**src/rtl/contador_programa_pkg.sv**
```systemverilog
// Shared definitions for the RV32I PC/fetch sequencer: FSM states and datapath constants.
package contador_programa_pkg;

   localparam int unsigned XLEN = 32;
   localparam logic [XLEN-1:0] PC_INC = 32'd4;

   typedef enum logic [1:0] {
      ARRANQUE = 2'd0,
      PEDIR    = 2'd1,
      EJECUTAR = 2'd2,
      ERROR    = 2'd3
   } estado_t;

endpackage

```
**src/rtl/contador_programa_calc_siguiente_pc.sv**
```systemverilog
// Next-PC selection: JALR > JAL > taken branch > sequential; all adds wrap modulo 2^32.
module calc_siguiente_pc
   import contador_programa_pkg::*;
(
   input  logic [XLEN-1:0] pc,
   input  logic [XLEN-1:0] imm,
   input  logic [XLEN-1:0] rs1,
   input  logic            es_jal,
   input  logic            es_jalr,
   input  logic            es_branch,
   input  logic            z_branch,
   output logic [XLEN-1:0] sig_pc
);

   always_comb begin
      sig_pc = pc + PC_INC;
      if (es_jalr) begin
         sig_pc = (rs1 + imm) & ~32'h1;
      end else if (es_jal) begin
         sig_pc = pc + imm;
      end else if (es_branch && z_branch) begin
         sig_pc = pc + imm;
      end
   end

endmodule

```
**src/rtl/contador_programa.sv**
```systemverilog
// PC register and fetch sequencer: one fetch per instruction, next PC on retire,
// sticky misaligned-target fault and retired-instruction counter.
module contador_programa
   import contador_programa_pkg::*;
#(
   parameter logic [31:0] RESET_VECTOR = 32'h0000_0000
) (
   input  logic        clk,
   input  logic        nreset,
   input  logic        avanzar,
   input  logic        es_branch,
   input  logic        es_jal,
   input  logic        es_jalr,
   input  logic        z_branch,
   input  logic [31:0] imm,
   input  logic [31:0] rs1,
   input  logic        imem_ack,
   output logic        imem_req,
   output logic [31:0] imem_addr,
   output logic [31:0] pc,
   output logic [31:0] pc_mas_4,
   output logic        instr_valida,
   output logic        err_desalineado,
   output logic [31:0] n_retiradas
);

   estado_t     estado, estado_sig;
   logic [31:0] sig_pc;
   logic        desalineado;
   logic        retira;

   calc_siguiente_pc u_calc (
      .pc        (pc),
      .imm       (imm),
      .rs1       (rs1),
      .es_jal    (es_jal),
      .es_jalr   (es_jalr),
      .es_branch (es_branch),
      .z_branch  (z_branch),
      .sig_pc    (sig_pc)
   );

   assign desalineado = |sig_pc[1:0];
   assign retira      = (estado == EJECUTAR) && avanzar && !desalineado;
   assign pc_mas_4    = pc + PC_INC;
   assign imem_addr   = pc;

   always_comb begin
      estado_sig = estado;
      case (estado)
         ARRANQUE: estado_sig = PEDIR;
         PEDIR:    if (imem_ack) estado_sig = EJECUTAR;
         EJECUTAR: if (avanzar) estado_sig = desalineado ? ERROR : PEDIR;
         ERROR:    estado_sig = ERROR;
         default:  estado_sig = ARRANQUE;
      endcase
   end

   // Status outputs are registered from the next state so they line up with the state register.
   always_ff @(posedge clk) begin
      if (!nreset) begin
         estado          <= ARRANQUE;
         pc              <= RESET_VECTOR;
         imem_req        <= 1'b0;
         instr_valida    <= 1'b0;
         err_desalineado <= 1'b0;
         n_retiradas     <= '0;
      end else begin
         estado       <= estado_sig;
         imem_req     <= (estado_sig == PEDIR);
         instr_valida <= (estado_sig == EJECUTAR);
         if (estado_sig == ERROR) begin
            err_desalineado <= 1'b1;
         end
         if (retira) begin
            pc          <= sig_pc;
            n_retiradas <= n_retiradas + 32'd1;
         end
      end
   end

endmodule

```
**config.mk**
```make
export PLATFORM = sky130hd
export DESIGN_NAME = contador_programa
export DESIGN_NICKNAME = d
export VERILOG_FILES = /design/src/rtl/contador_programa_pkg.sv /design/src/rtl/contador_programa_calc_siguiente_pc.sv /design/src/rtl/contador_programa.sv
export SDC_FILE = /design/constraint.sdc
export NUM_CORES = 1
export LEC_CHECK = 0
export ABC_AREA = 1
export BUFFER_PORTS_ARGS = -buffer_cell sky130_fd_sc_hd__buf_2
export CAP_MARGIN = 10
export CORE_MARGIN = 5
export CORE_UTILIZATION = 57
export DETAILED_ROUTE_END_ITERATION = 8
export GPL_TIMING_DRIVEN = 0
export HOLD_SLACK_MARGIN = 0.05
export PLACE_DENSITY = 0.83
export SLEW_MARGIN = 20
export SYNTH_ARGS = -nofsm -noshare
export SYNTH_HDL_FRONTEND = slang
export SYNTH_SLANG_ARGS = --single-unit
```
**constraint.sdc**
```tcl
create_clock -name clk -period 2.9 [get_ports clk]
set_clock_uncertainty 0.15 [all_clocks]
set_input_delay 0.58 -clock clk [delete_from_list [all_inputs] [get_ports clk]]
set_output_delay 0.58 -clock clk [all_outputs]
set_load 0.02 [all_outputs]
```
# Yosys cells after proc, flatten, opt, wreduce, memory -nomap -nowiden
# Cells that the tools add are included.
[word_totals] regBits=69 word_cells=29
[classes] n_addsub=4 n_eq_ne=6 muxes=7 reduce_logical=6
[op_table] operator="2-to-1 mux 32 bit" count=3
[op_table] operator="adder 32 bit" count=2
[op_table] operator="adder 32 x 1 -> 32 bit, second input constant" count=1
[op_table] operator="adder 32 x 3 -> 32 bit, second input constant" count=1
[op_table] operator="== test 2 bit, second input constant" count=4
[op_table] operator="one-hot mux 2 bit (4 select lines)" count=1
[op_table] operator="2-to-1 mux 2 bit" count=3
[op_table] operator="== test 2 x 1 -> 1 bit, second input constant" count=2
[op_table] operator="logical AND 1 bit" count=3
[op_table] operator="logical NOT 2 bit" count=1
[op_table] operator="OR reduction 2 bit" count=1
[op_table] operator="logical NOT 1 bit" count=1

# Depth between registers and ports, before layout
[logic_depth] depth_word=9 depth_mapped=16 mapped_depth_nobuf=16

# Modules after synthesis
# A second synthesis with hierarchy kept.
[unflattened] hier_cells=1849 hier_area_um2=10049.6
[by_module_without_submodules] mod="calc_siguiente_pc" n_inst=1 cells_per_inst=1231 area_each_um2=5910.7
[by_module_without_submodules] mod="contador_programa" n_inst=1 cells_per_inst=618 area_each_um2=4139.0

# Least setup slack after synthesis
# Ideal clock, no wire load.
[synth_timing] path_type="register to output" from="register pc[3], in the netlist imem_addr[3]" to="output pc_mas_4[10]" arrival_ps=1712 slack_ps=458 stages_incl_launch_ff=7 path_buffers=0 cell_sequence="dfxtp_1 ha_1 nand2_1 nor2_4 nand2_1 nor2_4 xor2_1"
[synth_between] elab_chain_cells=1
[synth_lines] item="start, declared" line_no="contador_programa.sv:20" text="output logic [31:0] pc,"
[synth_lines] item="start signal, assigned" line_no="contador_programa.sv:76" text="pc <= sig_pc;"
[synth_lines] item="adder 32 x 3 -> 32 bit" line_no="contador_programa.sv:45" text="assign pc_mas_4 = pc + PC_INC;"
[synth_lines] item="end, declared" line_no="contador_programa.sv:21" text="output logic [31:0] pc_mas_4,"
# Every way passes these cells.

# Worst setup path after layout
[layout_timing] from="register pc[9], in the netlist imem_addr[9]" to="output pc_mas_4[28]"
# Same word-level chain as after synthesis.

==> results.md <==
- Status: completed
- Register-to-Register Path Depth: 12
- Clock power share: 33.2%
- Die area: 19,000 um2
- Total clock sinks: 69
- Routed len/inst: 17.4 um
- Final Setup Violations: 0
- Place WS: -0.120 ns
- Cell row count: 46
- Post-synth EDFFs: 0
- Seq cells post-synth: 69
- Finished Layout Cells: 2,154
- Main synth FF type: dfxtp_1
- Mapped Area: 9300 um2
- Flop pwr share: 31.4%
- Vias in the first global route: 10,761
- Hold WS: 0.341 ns
- Sw Pwr: 0.00129 W
- # diodes: 0
- Total track usage: 38.0%
- Core area: 15,900 um2
- Number of remaining DRC errors: 0
- Slew Limit Fails: 0
- Synth-to-layout area growth: 18.0%
- Pin count of the biggest net entering global routing: 15
- Top-count cell post-synth: nand2_1
- # fillers: 1,547
- CP endpoint: pc_mas_4[28]
- Tmin final: 2.88 ns
- Number of library cell types mapped by synthesis: 43
- Clock Path Buffers: 2
- Finished Cell Area: 11,000 um2
- Syn avg cell area: 5.41 um2
- Synth warnings: 0
- Initial cell density of the core: 58.4%
- Worst r2r src: imem_addr[0]$_SDFFE_PN0P_
- Syn Nets: 1,855
- Initial antenna violation count: 0
- Final WL: 37,600 um
- Worst slew margin: 49.4%
- Via count: 12,100
- DRT iter0 DRCs: 1,356
- Synth top cells by count: nand2_1, inv_1, nor2_1
- Layout net count: 2,070
- Setup TNS: 0 ns
- Crit. Startpoint: imem_addr[9]$_SDFFE_PN0P_
- Cells after Synth: 1,718
- PortBufs: 202
- Max FO, Critical Path: 7
- Combinational group share of total power: 35.5%
- Worst Path Arrival: 2.15 ns
- Worst-Skew Late Latency: 0.34 ns
- Crit path kind: register to output port
- Pint: 0.00193 W
- FF-to-FF setup slack: 0.18 ns
- FF-to-FF End: imem_addr[29]$_SDFFE_PN0P_
- Clk slew on worst S/H paths: 0.06 ns
- Vias/cell: 5.62
- TritonRoute pass-1 iters: 6
- Sw frac: 40.1%
- Part of the cycle the worst path needs: 99.4%
- Maximum vdd drop: 324 uV
- Cells after DPL: 2,136
- Worst Setup End Kind: output port
- Post-synthesis sequential area ratio: 14.8%
- Die X: 138 um
- Remaining global-route overflow: 0
- Cts bufs inserted: 9
- DRT antenna net count: 0
- Post-DP HPWL: 30,600 um
- First-pass GRT wire length: 56,100 um
- CTS tree: built
- Root Driver: clkbuf_16
- WP data required: 2.17 ns
- Total of max-cap violations: 0
- Yosys top cell area share: 23.2%
- Post-synth top area cell: nand2_1
- Setup ws final: 0.0172 ns
- Fmax: 347 MHz
- Final Hold Vio Count: 0
- Least-Margin Pin Slew: 0.758 ns
- Cts hold-fix bufs: 0
- Crit start category: register
- P per Cell Area: 294 nW/um2
- Worst Hold Class: register to register
- RePlAce Congestion: 1.04
- Share of cells above drive strength 1: 16.7%
- FFs w/ async S/R, synth: 0%
- Die Ht: 138 um
- # IOs: 203
- H-tree Lvls: 3
- P_leak: 6.27 nW
- RSZ-0062 raised after global routing: yes
- Placed Area: 10,600 um2
- Area contributors post-synth: nand2_1, dfxtp_1, inv_1
## cells by family (layout without fill, tap and decap cells)
logic type	count (synthesis)	in the layout	share of synthesized area (%)
adders and majority gates	65	65	8.90
and+or+nand+nor	985	985	44.9
DFF	69	69	14.8
buffers and inverters	360	580	16.2
AOI/OAI and AO/OA	200	200	11.4
xor gates and xnor gates	39	39	3.67
## area by class of cell
cell class              count  area, um2  area share, %
clock buffers               9        225           2.05
plain buffers              61        385           3.51
flip-flops and latches     69       1410           12.8
well taps                 216        270           2.46
clock inverters             7       57.6          0.524
inverters                 299       1130           10.3
multi-input cells        1289       6480           59.0
repair buffers            204       1030           9.37
## metrics by stage
step | total power [W] | util [%]
3_5_place_dp | 0.00213 | 66.4
6_report | 0.00323 | 68.9
2_1_floorplan | 0.00177 | -
5_1_grt | 0.00338 | 68.9
4_1_cts | 0.00318 | 68.4
3_3_place_gp | 0.00212 | 66.4
## registers in the layout, summed over array words and instances, names as in the netlist
register,cells
n_retiradas,32
estado,2
instr_valida,1
err_desalineado,1
imem_req,1
imem_addr,32
## what timing repair did
| action | CTS | global route |
|---|---|---|
| pin swaps | 0 | 3 |
| setup buffers | 0 | 2 |
| gates resized for setup | 12 | 21 |
| endpoints found under the setup margin | 11 | 18 |
## cells in the final DEF (no fill, tap or decap), types with 3 or more instances in the layout
master / count
ha_1: 62
buf_4: 39
o21ai_0: 65
inv_1: 297
nand4_1: 20
nor2_4: 6
nor2_2: 6
nand2_2: 6
xnor2_1: 11
o21a_1: 3
xor2_1: 26
nor3_2: 8
nand3_2: 4
nor2_1: 170
o21ai_1: 9
clkbuf_1: 14
nand3_1: 130
a21oi_1: 101
nand2_1: 573
o211ai_1: 4
dfxtp_1: 55
clkbuf_16: 9
nor3_1: 33
nand3b_1: 9
or2_2: 5
dfxtp_4: 4
dfxtp_2: 10
a31oi_1: 3
buf_2: 209
o21bai_1: 12
nor4_1: 4
## power by group through the flow
| stage | registers, W | clock network, W | logic (W) |
|---|---|---|---|
| final | 0.00101 | 0.00107 | 0.00115 |
| after floorplan | 0.00103 | 0 | 0.000732 |
| after global routing | 0.00101 | 0.00111 | 0.00126 |
| after detailed placement | 0.00103 | 0 | 0.00110 |
| after global placement | 0.00103 | 0 | 0.00109 |
| after CTS | 0.00101 | 0.00106 | 0.00111 |
## worst min path at each step
| stage | slack (ns) | startpoint | cells after the start | to |
|---|---|---|---|---|
| global route | 0.37 | n_retiradas[4]$_SDFFE_PN0P_ | 1 | n_retiradas[4]$_SDFFE_PN0P_ |
| CTS | 0.34 | err_desalineado$_SDFFE_PN0N_ | 2 | err_desalineado$_SDFFE_PN0N_ |
| global placement | 0.31 | err_desalineado$_SDFFE_PN0N_ | 2 | err_desalineado$_SDFFE_PN0N_ |
| finish | 0.34 | err_desalineado$_SDFFE_PN0N_ | 2 | err_desalineado$_SDFFE_PN0N_ |
| floorplan | 0.40 | estado[0]$_SDFF_PN0_ | 3 | instr_valida$_SDFF_PN0_ |
| detailed placement | 0.32 | err_desalineado$_SDFFE_PN0N_ | 2 | err_desalineado$_SDFFE_PN0N_ |
## worst max-delay path, cell delays in order, from the launching register on
cell	delay, ns
dfxtp_1	0.56
nand2_1	0.15
nor2_2	0.26
nand2_1	0.15
nor2_1	0.30
nand2_1	0.10
nand2_1	0.06
nand2_1	0.07
buf_2	0.16
## routing by layer
layer | track usage [%] | up-vias | wire, um
li1 | - | 5806 | -
met1 | 51.0 | 5311 | 15000
met2 | 58.9 | 814 | 15900
met3 | 8.07 | 169 | 4510
met4 | 16.0 | 0 | 2170
met5 | 0 | - | 0
(Power assumes the default switching activity.)
